`src/rtl/exc_pkg.sv`:
```
// Shared types and constants for the exception-vector sequencer.
// Nested exception queuing is enabled by defining EXC_NEST_EN.
package exc_pkg;

  typedef enum logic [2:0] {
    IDLE = 3'd0,
    SAVE = 3'd1,
    READ = 3'd2,
    LOAD = 3'd3,
    DONE = 3'd4
  } state_t;

  typedef enum logic [1:0] {
    CAUSE_NONE = 2'd0,
    CAUSE_OPC  = 2'd1,
    CAUSE_OVF  = 2'd2,
    CAUSE_DIV  = 2'd3
  } cause_t;

  localparam logic [2:0] SEL_REGA    = 3'd0;
  localparam logic [2:0] SEL_PC      = 3'd1;
  localparam logic [2:0] SEL_ALUOUT  = 3'd2;
  localparam logic [2:0] SEL_VEC_OPC = 3'd3;
  localparam logic [2:0] SEL_VEC_OVF = 3'd4;
  localparam logic [2:0] SEL_VEC_DIV = 3'd5;

  localparam logic [7:0] VEC_ADDR_OPC = 8'd253;
  localparam logic [7:0] VEC_ADDR_OVF = 8'd254;
  localparam logic [7:0] VEC_ADDR_DIV = 8'd255;

  // Request-vector bit owned by a cause: bit0 opcode, bit1 overflow, bit2 div0.
  function automatic logic [2:0] cause_to_bit(cause_t c);
    case (c)
      CAUSE_OPC: return 3'b001;
      CAUSE_OVF: return 3'b010;
      CAUSE_DIV: return 3'b100;
      default:   return 3'b000;
    endcase
  endfunction

endpackage

```
`src/rtl/exc_prio_enc.sv`:
```
// Fixed-priority encoder: opcode > overflow > div0, yielding cause and vector select.
module exc_prio_enc
  import exc_pkg::*;
(
  input  logic [2:0] req,
  output logic       valid,
  output cause_t     cause,
  output logic [2:0] sel
);

  // NOTE: every output gets a default before the if-chain so no latch is inferred.
  always_comb begin
    valid = 1'b1;
    cause = CAUSE_NONE;
    sel   = SEL_REGA;
    if (req[0]) begin
      cause = CAUSE_OPC;
      sel   = SEL_VEC_OPC;
    end else if (req[1]) begin
      cause = CAUSE_OVF;
      sel   = SEL_VEC_OVF;
    end else if (req[2]) begin
      cause = CAUSE_DIV;
      sel   = SEL_VEC_DIV;
    end else begin
      valid = 1'b0;
    end
  end

endmodule

```
`src/rtl/exc_vector_seq.sv`:
```
// Exception-vector sequencer owning the IorD select; SAVE -> READ -> LOAD -> DONE.
// Define EXC_NEST_EN to queue exceptions raised mid-sequence in a pending register.
module exc_vector_seq
  import exc_pkg::*;
#(
  parameter int MEM_WAIT = 2,
  parameter int ADDR_W   = 32
) (
  input  logic              clk,
  input  logic              reset_n,
  input  logic [2:0]        ctrl_iord,
  input  logic              ctrl_mem_rd,
  input  logic              exc_opcode,
  input  logic              exc_overflow,
  input  logic              exc_div0,
  input  logic [7:0]        mem_data,
  output logic [2:0]        iord_sel,
  output logic              mem_rd,
  output logic              epc_wr,
  output logic              pc_wr,
  output logic              pc_src_exc,
  output logic [ADDR_W-1:0] handler_pc,
  output logic [1:0]        cause,
  output logic              stall,
  output logic              exc_done
);

  localparam logic [3:0] LAST_CNT = 4'(MEM_WAIT - 1);

  state_t     state;
  cause_t     cause_q;
  logic [3:0] wait_cnt;
  logic [2:0] vec_sel_q;
  logic       mem_rd_q;

  logic [2:0] exc_vec;
  logic [2:0] req;
  logic       req_valid;
  cause_t     enc_cause;
  logic [2:0] enc_sel;

  assign exc_vec = {exc_div0, exc_overflow, exc_opcode};

`ifdef EXC_NEST_EN
  logic [2:0] pending;
  assign req = exc_vec | pending;

  // Exceptions raised mid-sequence accumulate; the one granted at DONE is retired.
  always_ff @(posedge clk or negedge reset_n) begin
    if (!reset_n) begin
      pending <= 3'b000;
    end else begin
      case (state)
        SAVE, READ, LOAD: pending <= pending | exc_vec;
        DONE:             pending <= req & ~cause_to_bit(enc_cause);
        default:          pending <= 3'b000;
      endcase
    end
  end
`else
  assign req = exc_vec;
`endif

  exc_prio_enc u_prio_enc (
    .req   (req),
    .valid (req_valid),
    .cause (enc_cause),
    .sel   (enc_sel)
  );

  // Passthrough is combinational so main control sees its own select in IDLE.
  assign iord_sel = (state == IDLE) ? ctrl_iord   : vec_sel_q;
  assign mem_rd   = (state == IDLE) ? ctrl_mem_rd : mem_rd_q;
  assign cause    = cause_q;

  // NOTE: sequential state uses non-blocking assignments only; the pulse outputs
  // default low each cycle and are set for the state being entered.
  always_ff @(posedge clk or negedge reset_n) begin
    if (!reset_n) begin
      state      <= IDLE;
      cause_q    <= CAUSE_NONE;
      wait_cnt   <= 4'd0;
      vec_sel_q  <= SEL_REGA;
      mem_rd_q   <= 1'b0;
      handler_pc <= '0;
      stall      <= 1'b0;
      epc_wr     <= 1'b0;
      pc_wr      <= 1'b0;
      pc_src_exc <= 1'b0;
      exc_done   <= 1'b0;
    end else begin
      epc_wr     <= 1'b0;
      pc_wr      <= 1'b0;
      pc_src_exc <= 1'b0;
      exc_done   <= 1'b0;
      case (state)
        IDLE: begin
          if (req_valid) begin
            state     <= SAVE;
            cause_q   <= enc_cause;
            vec_sel_q <= enc_sel;
            stall     <= 1'b1;
            epc_wr    <= 1'b1;
          end
        end
        SAVE: begin
          state    <= READ;
          mem_rd_q <= 1'b1;
          wait_cnt <= 4'd0;
        end
        READ: begin
          if (wait_cnt == LAST_CNT) begin
            handler_pc <= ADDR_W'(mem_data);
            state      <= LOAD;
            mem_rd_q   <= 1'b0;
            wait_cnt   <= 4'd0;
            pc_wr      <= 1'b1;
            pc_src_exc <= 1'b1;
          end else begin
            wait_cnt <= wait_cnt + 4'd1;
          end
        end
        LOAD: begin
          state    <= DONE;
          exc_done <= 1'b1;
        end
        DONE: begin
`ifdef EXC_NEST_EN
          if (req_valid) begin
            state     <= SAVE;
            cause_q   <= enc_cause;
            vec_sel_q <= enc_sel;
            epc_wr    <= 1'b1;
          end else begin
            state <= IDLE;
            stall <= 1'b0;
          end
`else
          state <= IDLE;
          stall <= 1'b0;
`endif
        end
        default: begin
          state    <= IDLE;
          stall    <= 1'b0;
          mem_rd_q <= 1'b0;
          wait_cnt <= 4'd0;
        end
      endcase
    end
  end

endmodule

```
`config.mk`:
```
export PLATFORM = sky130hd
export DESIGN_NAME = exc_vector_seq
export DESIGN_NICKNAME = d
export VERILOG_FILES = /design/src/rtl/exc_pkg.sv /design/src/rtl/exc_prio_enc.sv /design/src/rtl/exc_vector_seq.sv
export SDC_FILE = /design/constraint.sdc
export NUM_CORES = 1
export LEC_CHECK = 0
export ABC_AREA = 1
export CORE_ASPECT_RATIO = 1.75
export CORE_UTILIZATION = 37
export DETAILED_ROUTE_END_ITERATION = 8
export HOLD_SLACK_MARGIN = 0.15
export PLACE_DENSITY = 0.75
export SLEW_MARGIN = 20
export SYNTH_ARGS = -nofsm -noshare
export SYNTH_HDL_FRONTEND = slang
export SYNTH_HIERARCHICAL = 1
export SYNTH_SLANG_ARGS = --single-unit
```
`constraint.sdc`:
```
create_clock -name clk -period 1.2 [get_ports clk]
set_input_delay 0.18 -clock clk [delete_from_list [all_inputs] [get_ports clk]]
set_output_delay 0.18 -clock clk [all_outputs]
set_load 0.02 [all_outputs]
```
# ---- After elaboration in Yosys (flattened, before gate mapping)
# Cells that the tools add are included.
dict set report totals {
  register_bits 25
  input_bits 17
  wordCells 53
}
dict set report op_classes {
  add_sub_neg 1
  n_eq_ne 7
  mux 25
  bitwise_logic 2
  reduce_logical 8
}
# cell n
set ops {}
lappend ops {{$mux W3} 6}
lappend ops {{$pmux W3 S4} 1}
lappend ops {{$mux W1} 11}
lappend ops {{$reduce_and A2 Y1} 5}
lappend ops {{$pmux W4 S2} 1}
lappend ops {{$eq A3 B2 Y1 const B} 2}
lappend ops {{$mux W2} 3}
lappend ops {{$reduce_or A3 Y1} 2}
lappend ops {{$add A4 B1 Y4 const B} 1}
lappend ops {{$eq A4 B1 Y1 const B} 1}
lappend ops {{$mux W4} 1}
lappend ops {{$ne A2 B2 Y1 const B} 2}
lappend ops {{$eq A3 B1 Y1 const B} 1}
lappend ops {{$eq A3 B3 Y1 const B} 1}
lappend ops {{$logic_not A3 Y1} 1}
lappend ops {{$pmux W1 S3} 1}
lappend ops {{$not A1 Y1} 2}
lappend ops {{$pmux W1 S2} 1}

# ---- Depth between registers and ports, before layout
# Gate-level depths: netlist of run 1.
dict set report depth {
  ltp_word 5
  depth_mapped 8
  ltp_nobuf 8
}

# ---- Cells and area by module
# The synthesis of run 1 kept the hierarchy.
# mod instances cells_per_inst area_each_um2
set modules_own_cells {}
lappend modules_own_cells {exc_vector_seq 1 148 1266.2}
lappend modules_own_cells {exc_prio_enc 1 10 51.3}

# ---- Worst setup path before layout of run 1
# Ideal clock, no wire load.
dict set report synth_timing {
  path_type {register to register}
  from {register wait_cnt[0]}
  to {register handler_pc[0]}
  setup_ps 116
  t_arrival_ps 1029
  required_time_ps 1084
  setup_slack_ps 54
  stages_incl_launch_ff 8
  n_path_buf 0
  period_less_slack_ps 1146
  path_cell_list {dfrtp_1 ha_1 nand3_1 inv_1 nand2_4 inv_4 nand2_1 nand2_1}
}
dict set report synth_via {
  elab_chain_cells 2
}
# item line_no
set synth_rtl {}
lappend synth_rtl {{start: declaration} exc_vector_seq.sv:32} ;# logic [3:0] wait_cnt;
lappend synth_rtl {{start signal: assignment} exc_vector_seq.sv:120} ;# wait_cnt <= wait_cnt + 4'd1;
lappend synth_rtl {{$eq A4 B1 Y1} exc_vector_seq.sv:112} ;# if (wait_cnt == LAST_CNT) begin
lappend synth_rtl {{$reduce_and A2 Y1 (no line)} -}
lappend synth_rtl {{end signal: assignment} exc_vector_seq.sv:113} ;# handler_pc <= ADDR_W'(mem_data);
lappend synth_rtl {{end: declaration} exc_vector_seq.sv:22} ;# output logic [ADDR_W-1:0] handler_pc,
# Every way passes these cells.
# A chain may end at the register's enable or synchronous reset.

# ---- Worst setup path after layout of run 1
dict set report layout_timing {
  from {register state[1]}
  to {output port mem_rd}
}
dict set report layout_via {
  elab_chain_cells 2
}
# item line_no
set layout_rtl {}
lappend layout_rtl {{start: declaration} exc_vector_seq.sv:30} ;# state_t state;
lappend layout_rtl {{start signal: assignment} exc_vector_seq.sv:80} ;# state <= IDLE;
lappend layout_rtl {{start signal: assignment} exc_vector_seq.sv:99} ;# state <= SAVE;
lappend layout_rtl {{start signal: assignment} exc_vector_seq.sv:107} ;# state <= READ;
lappend layout_rtl {{$logic_not A3 Y1} exc_vector_seq.sv:73} ;# assign mem_rd = (state == IDLE) ? ctrl_mem_rd : mem_rd_q;
lappend layout_rtl {{$mux W1} exc_vector_seq.sv:73}
lappend layout_rtl {{end: declaration} exc_vector_seq.sv:18} ;# output logic mem_rd,
# Every way passes these cells.

==> results of run 1 <==
cell families (layout without fill, tap and decap cells):
logic type,count (synthesis),in the layout,share of synthesized area (%)
simple gates,82,83,27.1
buf+inv,42,73,20.3
flops,25,25,47.5
compound gates,4,4,1.52
fa+ha+maj,2,2,1.90
other cells,1,24,0.285
xor+xnor,1,1,0.665
mux,1,1,0.760
synthesized netlist by cell type (all sizes together):
cell,count
nor2,4
mux2i,1
nand2,70
buf,28
ha,2
inv,14
xor2,1
nand3,7
dfrtp,25
conb,1
o21ai,4
nand4,1
metal layers:
metal  part of all wire, %  wire length, um
met2                    58             1460
met4                  0.83               21
met1                    38              962
met5                     0                0
met3                   3.0               76
area by class of cell:
| cell class | count | area (sq um) |
|---|---|---|
| Timing Repair inverter | 1 | 6.26 |
| Timing Repair Buffer | 54 | 508 |
| Clock inverter | 1 | 5.00 |
| Inverter | 14 | 65.1 |
| Multi-Input combinational cell | 115 | 552 |
| Fill cell | 347 | 1540 |
| Clock buffer | 3 | 41.3 |
| Sequential cell | 25 | 626 |
| Tap cell | 45 | 56.3 |
registers in the layout, summed over array words and instances (netlist names), 2 cells and up:
register	flops
cause	2
handler_pc	8
state	3
vec_sel_q	3
wait_cnt	4
per-stage QoR:
step | instances | setup TNS, ns | worst slack [ns] | hold WS [ns]
2_1_floorplan | 181 | 0 | 0.0542 | -0.116
3_3_place_gp | 246 | -1.71 | -0.327 | 0.463
3_5_place_dp | 246 | -2.10 | -0.364 | 0.468
4_1_cts | 257 | -2.01 | -0.310 | 0.273
5_1_grt | 258 | -3.49 | -0.359 | 0.266
6_report | 258 | -1.65 | -0.278 | 0.266
timing repair:
action / CTS / global route
pin swaps: 9 / 3
hold buffers: 0 / 0
setup buffers: 5 / 1
endpoints found under the setup margin: 28 / 30
gates cloned: 2 / 0
resized for setup: 57 / 5
worst max-delay path, stage by stage, from the launching register on:
cell,delay (ns)
sky130_fd_sc_hd__dfrtp_1,0.40
sky130_fd_sc_hd__inv_2,0.07
sky130_fd_sc_hd__nand2_2,0.07
sky130_fd_sc_hd__nor2_4,0.16
sky130_fd_sc_hd__inv_2,0.07
sky130_fd_sc_hd__nand2_1,0.08
sky130_fd_sc_hd__nand2_2,0.06
sky130_fd_sc_hd__buf_6,0.12
where the power goes:
group,internal [mW],switching [mW]
logic,1.27,1.60
registers,1.21,0.197
clock network,0.232,0.254
total,2.71,2.05
final timing paths:
kind | startpoint | endpoint | slack [ns] | cells after the start
max | state[1] | mem_rd | -0.28 | 7
min | reset_n | exc_done | 0.27 | 2
max reg2reg | state[1] | cause[1] | -0.06 | 9
min reg2reg | handler_pc[0] | handler_pc[0] | 0.48 | 2
max in group asynchronous | reset_n | state[2] | 0.79 | 2
min in group clk | mem_data[2] | handler_pc[2] | 0.44 | 3
cells in the final DEF, fill, tap and decap left out, drive strengths merged:
| master | netlist | layout |
|---|---|---|
| xor2 | 1 | 1 |
| conb | 1 | 24 |
| dfrtp | 25 | 25 |
| clkdlybuf4s15 | 0 | 4 |
| dlygate4sd2 | 0 | 11 |
| nor2 | 4 | 4 |
| buf | 28 | 23 |
| nand3 | 7 | 7 |
| nand2 | 70 | 71 |
| ha | 2 | 2 |
| mux2i | 1 | 1 |
| o21ai | 4 | 4 |
| clkbuf | 0 | 3 |
| clkdlybuf4s50 | 0 | 16 |
| inv | 14 | 15 |
| clkinv | 0 | 1 |
| nand4 | 1 | 1 |
==> results.md, run 1 <==
- The run finished, with violations left.
- The checks that failed: setup timing.
- Setup repair after global routing could not meet its margin everywhere.
- The total power after layout is 4.77 mW.
- Timing would allow up to between 0.6 and 0.7 GHz.
- The type of element launching the critical path is a flop.
- The fraction of met2 tracks used by global routing is a little over a quarter.
- The area of the mapped netlist is 1320 sq um.
- The worst path in the final design needs a cycle of 1.48 ns, including I/O delays and setup.
- In this run, distinct cell masters in the synthesized netlist total 19.
- The post-layout worst setup margin is -0.278 ns.
- The cell row count is 28.
- The maximum number of pins on one net before global-route repair is 26.
- Global routing used between 1.5 and 2% of the available met3 tracks.
- Dividing the detail-routed wire length by the instance count gives between 9 and 10 um.
- Between clock sinks in the finished design, the worst skew comes to 0.00245 ns.
- By area the synthesized netlist is led by sky130_fd_sc_hd__dfrtp_1, sky130_fd_sc_hd__nand2_1, sky130_fd_sc_hd__buf_4.
- The worst setup path is captured at an output pin.
- The number of H-tree branching levels is 1.
- The library cell occupying the most area in the post-synthesis netlist is sky130_fd_sc_hd__dfrtp_1.
- In this run the static leakage power is 1.05 nW.
- The number of violations reported at the end of detailed-routing iteration 0 is 9.
- The TritonCTS clock tree is done.
- Measured along the y axis, the die boundary spans 80.9 um.
- The final hold violation count came to 0.
- Relative to the synthesized area, the layout overhead comes to 41.1%.
- For this block, the routed nets add up to 2520 um of wire.
- Dividing total power by cell area gives a power density of 2560 nW/um^2.
- Dividing the final minimum period by the clock period gives 123%.
- Measured along the x axis, the die boundary spans 47.1 um.
- The via count of the first global-routing pass is ~1000.
- The number of clock buffers added by TritonCTS is 3.
- The routing layer with the top usage in global route is met2.
- After synthesis the netlist holds a flip-flop and latch count of 25.
- In this run the cell area measured after placement is 1710 sq um.
- The starting density of the core is 38.8%.
- The tool flagged a number of max-cap violations equal to 0.
- Routability-driven placement finished with a final weighted congestion of 0.773.
- After the last flow step, the layout net total stands at 233.
- The maximum number of buffers from clock root to sink is 2.
- The max-slew violation count is 0.
- The data required time of the critical path is 1.02 ns.
- For this run, global-route usage on met1 was measured as 18.4%.
- The via count is around 1100.
- The fraction of layout instances using a drive strength above 1 is 25.4%.
- The count of buffers added on input and output ports is 35.
- For this run, the number of Yosys warnings is 6.
- The post-synthesis instance total is 158.
- The root buffer cell chosen for the clock tree is sky130_fd_sc_hd__clkbuf_8.
- The first-pass GRT wire length is 4170 um.
- Summed over its instances, the top area cell type makes up 47.5% of the synthesized netlist area.
- After global routing the overflow that remains totals 0.
- The number of clock sinks is 25.
- The CTS clock-pin slew for the worst setup and hold paths is 0.08 ns.
- The final antenna-violating net count is 0.
- For this run, design rule violations remaining after detail routing come to 0.
- The data arrival at the endpoint of the critical path is 1.30 ns.
- The core area is 3400 sq um.
- In the global route stage, overall resource usage came out at between 15 and 20%.
- In this run the worst path has a maximum fanout of 6.
- The final non-filler cell area is 1860 sq um.
- The worst hold path belongs to the class in2async.
- The number of antenna diodes in the final layout is 0.
- The total setup violations reported at the end of the flow is 20.
- The floorplan step defined a die boundary enclosing between 3000 and 4000 sq um.
- The pre-antenna-repair detailed-routing pass consisted of 3 iterations.
- IR analysis of the VDD net gives a maximum drop of approximately 0.0013 V.
- The half-perimeter wire length after placement is 1820 um.
- The number of antenna violations at the first check in global routing came to 0.
- The average size of a mapped cell is between 8 and 9 sq um.
- The share of the yosys chip area belonging to registers is 47.5%.
- Clock latency on the worst-skew pair, taken at its later pin, is 0.26 ns.
- The type of the setup path with the least slack is reg2out.
- The I/O pin count is 60.
- Cells fill between 50% and 60% of the core in the end.
- In the routed layout, each cell is associated on average with a via count of 4.17.
Note: power is estimated with default switching activity, not from simulation.
==> run 2, diff against run 1 <==
--- a/config.mk
+++ b/config.mk
@@ -7,6 +7,7 @@
 export LEC_CHECK = 0
 export ABC_AREA = 1
 export CORE_ASPECT_RATIO = 1.75
+export CORE_MARGIN = 1.5
 export CORE_UTILIZATION = 37
 export DETAILED_ROUTE_END_ITERATION = 8
 export HOLD_SLACK_MARGIN = 0.15
==> run 2 against run 1 <==
  * The run still ends with setup timing left
  * Via count increased by 2.0%
  * First-iteration DRC count grew 78%
  * Setup slack improved by 0.011 ns
  * Hold slack got worse by 0.00071 ns
  * Critical path type unchanged
  * Largest cell class unchanged
  * Highest routed layer unchanged
==> results.md, run 2 (synthesized netlist as in run 1, its figures left out) <==
- The TritonCTS clock tree is done.
- The global routing usage summed across all routing layers is 15.1% (-0.19 points).
- The leftover overflow at the end of global routing was 0 (unchanged).
- The post-layout worst setup margin came to -0.267 ns (+0.0108 ns).
- The largest registers in the layout are handler_pc (8), wait_cnt (4).
- The die height is 81.9 um (+1.2%).
- The final hold violation count is 0 (unchanged).
- The via count of the first global-routing pass is 1057 (+4.5%).
- The number of placed instances, taps included is 246 (unchanged).
- The total wirelength of the detailed-routed design is 2730 um (+8.4%).
- The average vias per placed instance is 4.26 (+2.0%).
- Setup repair after global routing could not meet its margin everywhere.
- The most common cell after layout, fill and taps aside is sky130_fd_sc_hd__nand2_1.
- The type of element launching the critical path is a flop.
- The total setup violations reported at the end of the flow is 19 (-5.0%).
- The maximum number of pins on one net before global-route repair came to 26 (unchanged).
- The diode insertion count for antenna repair is 0 (unchanged).
- The critical path is of the reg2out type.
- The global placer's final weighted congestion is 0.791 (+2.4%).
- The CTS clock-pin slew for the worst setup and hold paths is 0.09 ns (about the same).
- The sequential share of power is 29.5% (about the same).
- The layout-stage area growth over the synthesis result is 43.0%.
- The internal power contribution is 2.72 mW (+0.27%).
- The total net switching power is 2.13 mW (+3.7%).
- The maximum number of buffers from clock root to sink came to 2 (unchanged).
- The max-slew violation count is 0 (unchanged).
- The starting density of the core is 38.8% (unchanged).
- The final routed DRC violation total is 0 (unchanged).
- The number of violations reported at the end of detailed-routing iteration 0 is 16 (+7).
- The global-route track usage on met3 is 2.64% (+1.1 points).
- The data required time of the critical path is 1.02 ns (about the same).
- The fraction of layout instances using a drive strength above 1 is 28.2% (+2.8 points).
- The area after detailed placement came to 1710 sq um (unchanged).
- The worst setup slack before clock tree synthesis is -0.373 ns (-0.00911 ns).
- The peak supply drop is 0.00157 V (+18%).
- The met1 demand-to-capacity share in global routing is 15.9% (-2.5 points).
- The combinational group share of total power is 60.3% (about the same).
- The fraction of met2 tracks used by global routing is 26.8% (+0.55 points).
- The flip-flop count of the largest register, all copies and words added came to 8 (unchanged).
- The cell row count is 28 (unchanged).
- The number of clock sinks came to 25 (unchanged).
- The total power after layout came to 4.85 mW (+1.7%).
- The switching part of the total is 43.9% (+0.81 points).
- The part of the power in the clock network is 10.2% (about the same).
- The number of non-filler instances in the completed layout was 258 (unchanged).
- The number of H-tree branching levels is 1 (unchanged).
- The length of the first detailed-routing pass in iterations is 4 (+1).
- In the layout the commonest cells are sky130_fd_sc_hd__nand2_1, sky130_fd_sc_hd__dfrtp_1, sky130_fd_sc_hd__conb_1.
- The final antenna-violating net count is 0 (unchanged).
- The final non-filler cell area came to 1880 sq um (+1.3%).
- The final period utilization is 122% (-0.90 points).
- The core area is 3400 sq um (unchanged).
- The tree is rooted in a sky130_fd_sc_hd__clkbuf_8.
- The power density normalized to cell area is 2570 nW/um^2 (+0.38%).
- The number of buffers added by the clock tree synthesis step is 3 (unchanged).
- STA classifies the critical path endpoint as an output pin.
- The final clock skew was 0.00195 ns (-0.000498 ns).
- The checks that failed: setup timing.
- The worst-skew pair later-pin latency came to 0.26 ns (about the same).
- The routing layer with the top usage in global route is met2.
- The number of antenna violations at the first check in global routing is 0 (unchanged).
- The average wire per cell in the routed design is 10.6 um (+8.4%).
- The I/O pin count is 60 (unchanged).
- The leakage dissipation was 1.03 nW (-1.4%).
- The full die area is 3940 sq um (+3.4%).
- The shortest clock period the worst path allows after layout is 1.47 ns (-0.0108 ns).
- The die boundary width is 48.1 um (+2.1%).
- The half-perimeter wire length after placement is 1870 um (+3.2%).
- The highest clock rate is 0.682 GHz (+0.73%).
- The run finished, with violations left.
- The via count is 1098 (+2.0%).
- The net count of the finished layout came to 233 (unchanged).
- The min-delay analysis places its worst path in the category in2async.
- The highest net fanout along the worst path is 6 (unchanged).
- The number of maximum-capacitance violations came to 0 (unchanged).
- The number of I/O port buffers is 35 (unchanged).
- The number of buffers inserted for hold repair after clock tree synthesis is 0 (unchanged).
- The first-pass GRT wire length is 4270 um (+2.5%).
- The most flop-heavy register is handler_pc.
- The data arrival at the endpoint of the critical path was 1.29 ns (about the same).
- The worst hold slack across all endpoints came to 0.266 ns (-0.000709 ns).
-- run 2: changes by cell type in the layout (fill, tap and decap cells not counted), moves of 2 or more --
| cell | previous run | this run |
|---|---|---|
| sky130_fd_sc_hd__buf_6 | 7 | 5 |
| sky130_fd_sc_hd__nand2_1 | 59 | 55 |
| sky130_fd_sc_hd__dlygate4sd2_1 | 11 | 7 |
| sky130_fd_sc_hd__clkdlybuf4s15_1 | 4 | 8 |
| sky130_fd_sc_hd__buf_4 | 15 | 17 |
| sky130_fd_sc_hd__nand2_2 | 8 | 12 |
-- run 2: layout make-up --
type / instances / area (sq um)
inverter: 14 / 65.1
multi-input combinational: 115 / 577
timing repair inverter: 1 / 6.26
tap: 45 / 56.3
fill: 323 / 1510
clock buffer: 3 / 41.3
timing repair buffer: 54 / 505
sequential: 25 / 626
clock inverter: 1 / 7.51
-- run 2: power groups by stage --
stage          combinational, mW  clock, mW  sequential, mW
2_1_floorplan               1.20          0            1.72
3_3_place_gp                2.56          0            1.43
3_5_place_dp                2.62          0            1.42
4_1_cts                     2.70      0.513            1.41
5_1_grt                     3.20      0.555            1.48
6_report                    2.92      0.495            1.43
-- run 2: through the flow --
step,util [%],TNS (ns)
global placement,50.3,-1.74
floorplan,-,0
finish,55.4,-1.59
CTS,53.3,-1.58
detailed placement,50.3,-2.18
global route,55.4,-3.08
-- run 2: critical path: stages (launching register included) --
cell,delay (ns)
sky130_fd_sc_hd__dfrtp_1,0.41
sky130_fd_sc_hd__inv_2,0.08
sky130_fd_sc_hd__nand2_2,0.07
sky130_fd_sc_hd__nor2_4,0.14
sky130_fd_sc_hd__inv_2,0.07
sky130_fd_sc_hd__nand2_1,0.07
sky130_fd_sc_hd__nand2_1,0.06
sky130_fd_sc_hd__buf_6,0.13
-- run 2: final timing paths --
check | from | slack, ns | to | depth (start not counted)
setup / recovery | state[1] | -0.27 | iord_sel[1] | 7
hold / removal | reset_n | 0.27 | exc_done | 2
setup reg to reg | state[2] | -0.05 | handler_pc[0] | 8
hold reg to reg | mem_rd_q | 0.48 | mem_rd_q | 2
max in group asynchronous | reset_n | 0.79 | handler_pc[7] | 2
min in group clk | mem_data[6] | 0.44 | handler_pc[6] | 3
-- run 2: what timing repair did --
action                     4_1_cts  5_1_grt
resized for setup               46       27
setup buffers                    5        1
setup endpoints to repair       28       32
pin swaps                        4        1
cloned                           2        0
-- run 2: per-layer routing --
metal / up-vias / routed length (um) / share of wire (%)
met5: - / 0 / 0
met4: 0 / 80 / 2.9
met3: 8 / 103 / 3.8
met2: 40 / 1560 / 57
met1: 510 / 988 / 36
li1: 540 / - / -
